File: config.mk
export PLATFORM = sky130hd
export DESIGN_NAME = ptw_dcache_arbiter
export DESIGN_NICKNAME = d
export VERILOG_FILES = /design/src/rtl/ptw_dcache_arbiter.sv
export SDC_FILE = /design/constraint.sdc
export NUM_CORES = 1
export LEC_CHECK = 0
export CAP_MARGIN = 10
export CORE_ASPECT_RATIO = 1.2
export CORE_MARGIN = 3
export CORE_UTILIZATION = 25
export CTS_CLUSTER_DIAMETER = 50
export CTS_CLUSTER_SIZE = 16
export DETAILED_ROUTE_END_ITERATION = 16
export HOLD_SLACK_MARGIN = 0.03
export PLACE_DENSITY = 0.64
export SLEW_MARGIN = 20
export SYNTH_ARGS = -nofsm -noshare
export SYNTH_HDL_FRONTEND = slang
export SYNTH_SLANG_ARGS = --single-unit
File: constraint.sdc
create_clock -name clk_i -period 5.31 [get_ports clk_i]
set_clock_uncertainty 0.15 [all_clocks]
set_input_delay 1.062 -clock clk_i [delete_from_list [all_inputs] [get_ports clk_i]]
set_output_delay 1.062 -clock clk_i [all_outputs]
set_load 0.01 [all_outputs]
File: src/rtl/ptw_dcache_arbiter.sv
// Arbiter between the page table walker and the core LSU for the L1 dcache load port.
// Single registered request slot; responses are routed back by dcache tag MSB.
module ptw_dcache_arbiter #(
    parameter int unsigned PADDR_W      = 40,
    parameter int unsigned DATA_W       = 64,
    parameter int unsigned TAG_W        = 7,
    parameter int unsigned BACKOFF      = 4,
    parameter int unsigned MAX_RETRY    = 8,
    parameter int unsigned STARVE_LIMIT = 3
) (
    input  logic                 clk_i,
    input  logic                 rst_i,
    input  logic                 ptw_req_valid_i,
    input  logic [PADDR_W-1:0]   ptw_req_addr_i,
    output logic                 ptw_req_ready_o,
    output logic                 ptw_resp_valid_o,
    output logic [DATA_W-1:0]    ptw_resp_data_o,
    output logic                 ptw_resp_err_o,
    input  logic                 lsu_req_valid_i,
    input  logic [PADDR_W-1:0]   lsu_req_addr_i,
    input  logic [TAG_W-1:0]     lsu_req_tag_i,
    output logic                 lsu_req_ready_o,
    output logic                 lsu_resp_valid_o,
    output logic                 lsu_resp_nack_o,
    output logic [TAG_W-1:0]     lsu_resp_tag_o,
    output logic [DATA_W-1:0]    lsu_resp_data_o,
    output logic                 dc_req_valid_o,
    output logic [PADDR_W-1:0]   dc_req_addr_o,
    output logic [TAG_W:0]       dc_req_tag_o,
    input  logic                 dc_req_ready_i,
    input  logic                 dc_resp_valid_i,
    input  logic                 dc_resp_nack_i,
    input  logic [TAG_W:0]       dc_resp_tag_i,
    input  logic [DATA_W-1:0]    dc_resp_data_i
);

    localparam int unsigned DC_TAG_W = TAG_W + 1;
    localparam int unsigned RETRY_W  = (MAX_RETRY > 0) ? $clog2(MAX_RETRY + 1) : 1;
    localparam int unsigned BO_W     = (BACKOFF > 1) ? $clog2(BACKOFF) : 1;
    localparam int unsigned ST_W     = (STARVE_LIMIT > 0) ? $clog2(STARVE_LIMIT + 1) : 1;

    typedef enum logic [1:0] {
        P_IDLE    = 2'd0,
        P_REQ     = 2'd1,
        P_WAIT    = 2'd2,
        P_BACKOFF = 2'd3
    } ptw_state_e;

    ptw_state_e            state_q, state_d;
    logic [PADDR_W-1:0]    ptw_addr_q, ptw_addr_d;
    logic [RETRY_W-1:0]    retry_q, retry_d;
    logic [BO_W-1:0]       backoff_q, backoff_d;
    logic [ST_W-1:0]       starve_q, starve_d;
    logic                  run_q, run_d;
    logic                  dc_valid_q, dc_valid_d;
    logic [PADDR_W-1:0]    dc_addr_q, dc_addr_d;
    logic [DC_TAG_W-1:0]   dc_tag_q, dc_tag_d;
    logic                  presp_valid_q, presp_valid_d;
    logic [DATA_W-1:0]     presp_data_q, presp_data_d;
    logic                  presp_err_q, presp_err_d;

    logic slot_free;
    logic force_lsu;
    logic ptw_grant;
    logic lsu_ready;
    logic lsu_fire;
    logic ptw_accept;
    logic ptw_resp_hit;
    logic lsu_resp_hit;

    // Grant decision; run_q keeps both readies low during and just after reset
    always_comb begin
        slot_free    = !dc_valid_q || dc_req_ready_i;
        force_lsu    = (starve_q == ST_W'(STARVE_LIMIT)) && lsu_req_valid_i;
        ptw_grant    = slot_free && (state_q == P_REQ) && !force_lsu;
        lsu_ready    = run_q && slot_free && !ptw_grant;
        lsu_fire     = lsu_ready && lsu_req_valid_i;
        ptw_accept   = run_q && (state_q == P_IDLE) && ptw_req_valid_i;
        ptw_resp_hit = dc_resp_valid_i && dc_resp_tag_i[DC_TAG_W-1];
        lsu_resp_hit = dc_resp_valid_i && !dc_resp_tag_i[DC_TAG_W-1];
    end

    // Walker FSM: accept, issue, wait for response, back off and replay on nack
    always_comb begin
        state_d       = state_q;
        ptw_addr_d    = ptw_addr_q;
        retry_d       = retry_q;
        backoff_d     = backoff_q;
        presp_valid_d = 1'b0;
        presp_data_d  = presp_data_q;
        presp_err_d   = presp_err_q;
        case (state_q)
            P_IDLE: begin
                if (ptw_accept) begin
                    ptw_addr_d = ptw_req_addr_i;
                    retry_d    = '0;
                    state_d    = P_REQ;
                end
            end
            P_REQ: begin
                if (ptw_grant) state_d = P_WAIT;
            end
            P_WAIT: begin
                if (ptw_resp_hit) begin
                    if (!dc_resp_nack_i) begin
                        presp_valid_d = 1'b1;
                        presp_data_d  = dc_resp_data_i;
                        presp_err_d   = 1'b0;
                        state_d       = P_IDLE;
                    end else if (retry_q < RETRY_W'(MAX_RETRY)) begin
                        retry_d   = retry_q + RETRY_W'(1);
                        backoff_d = '0;
                        state_d   = P_BACKOFF;
                    end else begin
                        presp_valid_d = 1'b1;
                        presp_data_d  = '0;
                        presp_err_d   = 1'b1;
                        state_d       = P_IDLE;
                    end
                end
            end
            P_BACKOFF: begin
                if (backoff_q == BO_W'(BACKOFF - 1)) state_d = P_REQ;
                else backoff_d = backoff_q + BO_W'(1);
            end
            default: state_d = P_IDLE;
        endcase
    end

    // Output slot load/hold and LSU anti-starvation counter
    always_comb begin
        run_d      = 1'b1;
        dc_valid_d = dc_valid_q;
        dc_addr_d  = dc_addr_q;
        dc_tag_d   = dc_tag_q;
        starve_d   = starve_q;
        if (slot_free) begin
            dc_valid_d = ptw_grant || lsu_fire;
            if (ptw_grant) begin
                dc_addr_d = ptw_addr_q;
                dc_tag_d  = {1'b1, TAG_W'(0)};
            end else if (lsu_fire) begin
                dc_addr_d = lsu_req_addr_i;
                dc_tag_d  = {1'b0, lsu_req_tag_i};
            end
        end
        if (!lsu_req_valid_i || lsu_fire) begin
            starve_d = '0;
        end else if (ptw_grant && (starve_q < ST_W'(STARVE_LIMIT))) begin
            starve_d = starve_q + ST_W'(1);
        end
    end

    // State registers
    always_ff @(posedge clk_i or posedge rst_i) begin
        if (rst_i) begin
            state_q       <= P_IDLE;
            ptw_addr_q    <= '0;
            retry_q       <= '0;
            backoff_q     <= '0;
            starve_q      <= '0;
            run_q         <= 1'b0;
            dc_valid_q    <= 1'b0;
            dc_addr_q     <= '0;
            dc_tag_q      <= '0;
            presp_valid_q <= 1'b0;
            presp_data_q  <= '0;
            presp_err_q   <= 1'b0;
        end else begin
            state_q       <= state_d;
            ptw_addr_q    <= ptw_addr_d;
            retry_q       <= retry_d;
            backoff_q     <= backoff_d;
            starve_q      <= starve_d;
            run_q         <= run_d;
            dc_valid_q    <= dc_valid_d;
            dc_addr_q     <= dc_addr_d;
            dc_tag_q      <= dc_tag_d;
            presp_valid_q <= presp_valid_d;
            presp_data_q  <= presp_data_d;
            presp_err_q   <= presp_err_d;
        end
    end

    // Output mapping; LSU responses are a gated zero-latency passthrough
    always_comb begin
        ptw_req_ready_o  = run_q && (state_q == P_IDLE);
        ptw_resp_valid_o = presp_valid_q;
        ptw_resp_data_o  = presp_data_q;
        ptw_resp_err_o   = presp_err_q;
        lsu_req_ready_o  = lsu_ready;
        lsu_resp_valid_o = lsu_resp_hit;
        lsu_resp_nack_o  = lsu_resp_hit && dc_resp_nack_i;
        lsu_resp_tag_o   = lsu_resp_hit ? dc_resp_tag_i[TAG_W-1:0] : '0;
        lsu_resp_data_o  = lsu_resp_hit ? dc_resp_data_i : '0;
        dc_req_valid_o   = dc_valid_q;
        dc_req_addr_o    = dc_addr_q;
        dc_req_tag_o     = dc_tag_q;
    end

endmodule

**Word level (Yosys, flattened, before mapping)**

Cells that the tools add are included.

- Muxes and demuxes: 33
- Eq/ne operators: 13
- Order comparisons: 2
- Add/subtract/negate cells: 3
- Reduce and logical (&&, ||, !) cells: 31

Operators with widths:

| kind | count |
|---|---|
| $mux W64 | 3 |
| $mux W40 | 2 |
| $mux W2 | 12 |
| $mux W4 | 4 |
| $mux W8 | 2 |
| $ne A2 B2 Y1 const B | 8 |
| $logic_and A1 B1 Y1 | 12 |
| $reduce_and A5 Y1 | 2 |
| $eq A2 B2 Y1 const B | 4 |
| $pmux W2 S4 | 1 |
| $pmux W4 S2 | 1 |
| $reduce_bool A2 Y1 | 4 |
| $mux W7 | 1 |
| $mux W1 | 6 |
| $logic_not A1 Y1 | 5 |
| $add A2 B1 Y2 const B | 2 |
| $add A4 B1 Y4 const B | 1 |
| $lt A4 B4 Y1 const B | 1 |
| $pmux W2 S2 | 1 |
| $reduce_and A2 Y1 | 2 |
| $reduce_and A4 Y1 | 1 |
| $logic_or A1 B1 Y1 | 3 |
| $reduce_and A3 Y1 | 1 |
| $eq A2 B1 Y1 const B | 1 |
| other kinds (2) | 2 |

- Bits in registers: 166
- Output and inout bits: 190

**Depth between registers and ports, before layout**

- Depth after elaboration: 9
- Depth in mapped cells: 8
- Gate-level depth less buffers: 7

**Worst setup path after synthesis**

No wires, ideal clock.

- Path type: in2out
- Start point: in dc_resp_valid_i
- End point: out lsu_resp_data_o[54]
- Stages on the path: 4
- Setup slack: 2.207 ns
- Required time: 4.098 ns
- Arrival: 1.891 ns
- Cell sequence: nor2b_1 -> clkbuf_1 -> clkbuf_1 -> and2_1

- Longest elaborated chain between the ends: 2

Ends and longest elaborated chain:

| what | line | RTL |
|---|---|---|
| start, declared | 31 | `input logic dc_resp_valid_i,` |
| $logic_and A1 B1 Y1 | 80 | `lsu_resp_hit = dc_resp_valid_i && !dc_resp_tag_i[DC_TAG_W-1];` |
| via lsu_resp_valid_o | 23 | `output logic lsu_resp_valid_o,` |
| $mux W64 | 195 | `lsu_resp_data_o = lsu_resp_hit ? dc_resp_data_i : '0;` |
| end, declared | 26 | `output logic [DATA_W-1:0] lsu_resp_data_o,` |

The timed path passes the listed nets, and every way through them passes these cells.

**Final worst setup path**

- Start point: in dc_resp_valid_i
- End point: out lsu_resp_data_o[2]

- Longest elaborated chain between the ends: 2

Ends and longest elaborated chain:

| what | line |
|---|---|
| $logic_and A1 B1 Y1 | 80 |
| $mux W64 | 195 |

No other way between the ends.

==> impl_metrics.toml <==
[critical_path]
max_stage_delay_ns = 0.54
crit_top_cell = "clkdlybuf4s50_1"
timing.critical_path.cells = "clkdlybuf4s50_1, nor2b_4, buf_4, and2_1, clkdlybuf4s50_1"
cp-end-kind = "output pin"
critPathKind = "input port to output pin"
critPathSlowestCell = "clkdlybuf4s50_1"
cp-start-kind = "input port"
worstPathRequired_ns = 4.10
cp.arrival_ns = 2.97
worst-path-buf-inv = 3
worstPathMaxFanout = 73
cp_top_family = "buffers and inverters"
startpoint = "dc_resp_valid_i"
worstReg2RegStart = "state_q[1]"

[clocking]
tritoncts = "yes"
cts_buffers = 17
clock_latency_ns = 0.42
cts_setup_buffers = 0
htreeDepth = 4
root_buffer = "clkbuf_16"
cts_resized = 0
cts_hold_buffers = 0
clock_sinks = 166
clk_path_buf_depth = 2
clk_pin_slew_ns = 0.06

[timing]
slew-limit-headroom_pct = 35.4
tns_ns = 0
final-setup-viol-count = 0
final_max_slew_viol_count = 0
post-route-period-util_pct = 78.7
min_period_ns = 4.18
fmax_mhz = 239
rsz0062_at_grt = "no"
tightest_slew_ns = 0.965
finalWorstSetupSlack_ns = 1.13
hold_viol_final = 0

[power_and_ir_drop]
pwr-share-seq_pct = 37.7
p_sw_w = 0.00190
ir_drop_mv = 0.191
p_sw_share_pct = 33.3
power_w = 0.00570
clkPwrFrac_pct = 21.2
internal_power_w = 0.00380
leakage_nw = 5.26
power.density_nw_per_um2 = 478
p_comb_share_pct = 41.1

[grt]
grt_remaining_overflow = 0
antenna_found_initial = 0
grt_pass1_vias = 6768
grt_max_degree = 167
track_usage_pct = 14.8
grt_pass1_wl_mm = 37.2

[job]
max_cap_viol_count = 0

[hold_path]
hp-class = "register to register"
min_from = "ptw_resp_data_o[52]"

[die]
core_area_sq_um = 29000
ioPinCount = 356
fp.dieW_um = 164
rows = 68
die_y_um = 195
initial_core_util_pct = 25.7
die_area_sq_um = 31900

[route]
vias_per_cell = 4.41
first_iter_violations = 390
routed_wl_mm = 23.6
ant_nets = 0
wl_per_cell_um = 16.0
drtPass1Iterations = 4
remaining_drc_errors = 0
vias = 6519

[placement]
dp_hpwl_mm = 16.7
io_buffers = 355
dpl_worst_slack_ns = 1.12
gp_congestion = 0.784

[synthesis]
yosys_warnings = 0
async_flop_share_pct = 100
synthDistinctLibCells = 36
yosys_register_bits = 166
yosysTopAreaCellShare_pct = 55.8
synth_cells = 749
synth-main-ff-cell = "dfrtp_1"
syn_area_per_cell_sq_um = 9.94
yosysSeqAreaShare_pct = 55.8
synth_top_area_cell = "dfrtp_1"
synthTopCellsByArea = "dfrtp_1 (56%), nand2_1 (8.1%), nand3b_1 (6.6%)"
syn_nets = 922
synth_edf_count = 0
syn_area_sq_um = 7440

[layout]
drive_above_1_share_pct = 7.78
syn_to_final_growth_pct = 60.2
utilization_pct = 41.1
nets = 1253
diodes = 0

[status]
status = "complete, no violations"
flip-flops by register name, indices dropped and copies added (netlist names):
| signal | count |
|---|---|
| ptw_resp_data_o | 64 |
| dc_req_addr_o | 40 |
| ptw_addr_q | 40 |
| dc_req_tag_o | 8 |
| retry_q | 4 |
| backoff_q | 2 |
| starve_q | 2 |
| state_q | 2 |
| dc_req_valid_o | 1 |
| ptw_resp_err_o | 1 |
| ptw_resp_valid_o | 1 |
| run_q | 1 |
cells by family (layout without fill, tap and decap cells):
| family | count (synthesis) | count (layout) | synth area share (%) |
|---|---|---|---|
| AO/OA/AOI/OAI | 60 | 60 | 5.45 |
| XOR/XNOR | 1 | 1 | 0.118 |
| adder cells (fa/ha/maj) | 7 | 7 | 1.18 |
| buffers and inverters | 55 | 399 | 2.98 |
| flip-flops | 166 | 166 | 55.8 |
| multiplexers | 50 | 50 | 7.40 |
| other | 1 | 1 | 0.0504 |
| AND/OR/NAND/NOR | 409 | 409 | 27.0 |
per-layer routing:
layer | vias up | GRT usage, % | share of wire [%]
met2 | 277 | 24.4 | 47
met5 | - | 0 | 0
met4 | 0 | 4.51 | 1.8
met1 | 3090 | 18.0 | 42
met3 | 18 | 5.73 | 9.9
li1 | 3134 | - | -
path summary, 6_finish.rpt:
kind / endpoint / slack [ns] / depth (start not counted)
min in group asynchronous: dc_req_tag_o[4] / 1.11 / 3
worst max-delay path: lsu_resp_data_o[2] / 1.13 / 5
worst min-delay path: ptw_resp_data_o[52] / 0.31 / 2
max in group asynchronous: ptw_resp_data_o[4] / 3.23 / 3
worst max register to register: state_q[1] / 2.60 / 6
worst min register to register: ptw_resp_data_o[52] / 0.31 / 2
layout by cell type (no fill, tap or decap), types with 6 or more instances in the layout:
cell type,instances
a21oi_1,6
nand3b_1,65
mux2i_1,10
dfrtp_1,166
mux2_2,40
clkbuf_16,17
ha_1,7
o22ai_1,33
nand2_1,158
and2_1,74
nor2_1,92
a31oi_1,8
clkdlybuf4s50_1,354
synth_stat cells (6+ instances only):
| master | instances |
|---|---|
| nand3b_1 | 65 |
| and2_1 | 74 |
| a21oi_1 | 6 |
| buf_2 | 12 |
| dfrtp_1 | 166 |
| mux2_2 | 40 |
| inv_1 | 6 |
| nor2_1 | 92 |
| nand2_1 | 160 |
| ha_1 | 7 |
| o22ai_1 | 33 |
| clkbuf_1 | 30 |
| buf_1 | 7 |
| a31oi_1 | 8 |
| mux2i_1 | 10 |
area by class of cell:
| class | instances | area [sq um] |
|---|---|---|
| Multi-Input combinational cell | 528 | 3090 |
| Clock buffer | 22 | 474 |
| Sequential cell | 166 | 4150 |
| Clock inverter | 10 | 96.3 |
| Inverter | 6 | 26.3 |
| Fill cell | 2842 | 17100 |
| Timing Repair Buffer | 361 | 3610 |
| Tap cell | 385 | 482 |
worst reg2reg max path: stages (launching register included):
cell and delay, ns:
dfrtp_1 0.40, inv_1 0.11, ha_1 0.30, a21boi_4 0.27, nand2_2 0.57, a2111o_1 0.66
mux2i_1 0.14
stage by stage:
| stage | cell area (sq um) | cells | hold slack (ns) |
|---|---|---|---|
| 2_1_floorplan | 7450 | 749 | 0.325 |
| 3_3_place_gp | 11300 | 1446 | 0.298 |
| 3_5_place_dp | 11300 | 1446 | 0.305 |
| 4_1_cts | 11900 | 1478 | 0.319 |
| 5_1_grt | 11900 | 1478 | 0.335 |
| 6_report | 11900 | 1478 | 0.311 |
power groups by stage:
stage / logic (W) / clock network [W] / registers [W]
global placement: 0.00235 / 0 / 0.00215
floorplan: 0.000941 / 0 / 0.00232
global route: 0.00260 / 0.00132 / 0.00223
CTS: 0.00239 / 0.00126 / 0.00215
finish: 0.00234 / 0.00121 / 0.00215
detailed placement: 0.00238 / 0 / 0.00217
Power figures use the tool's default switching activity.
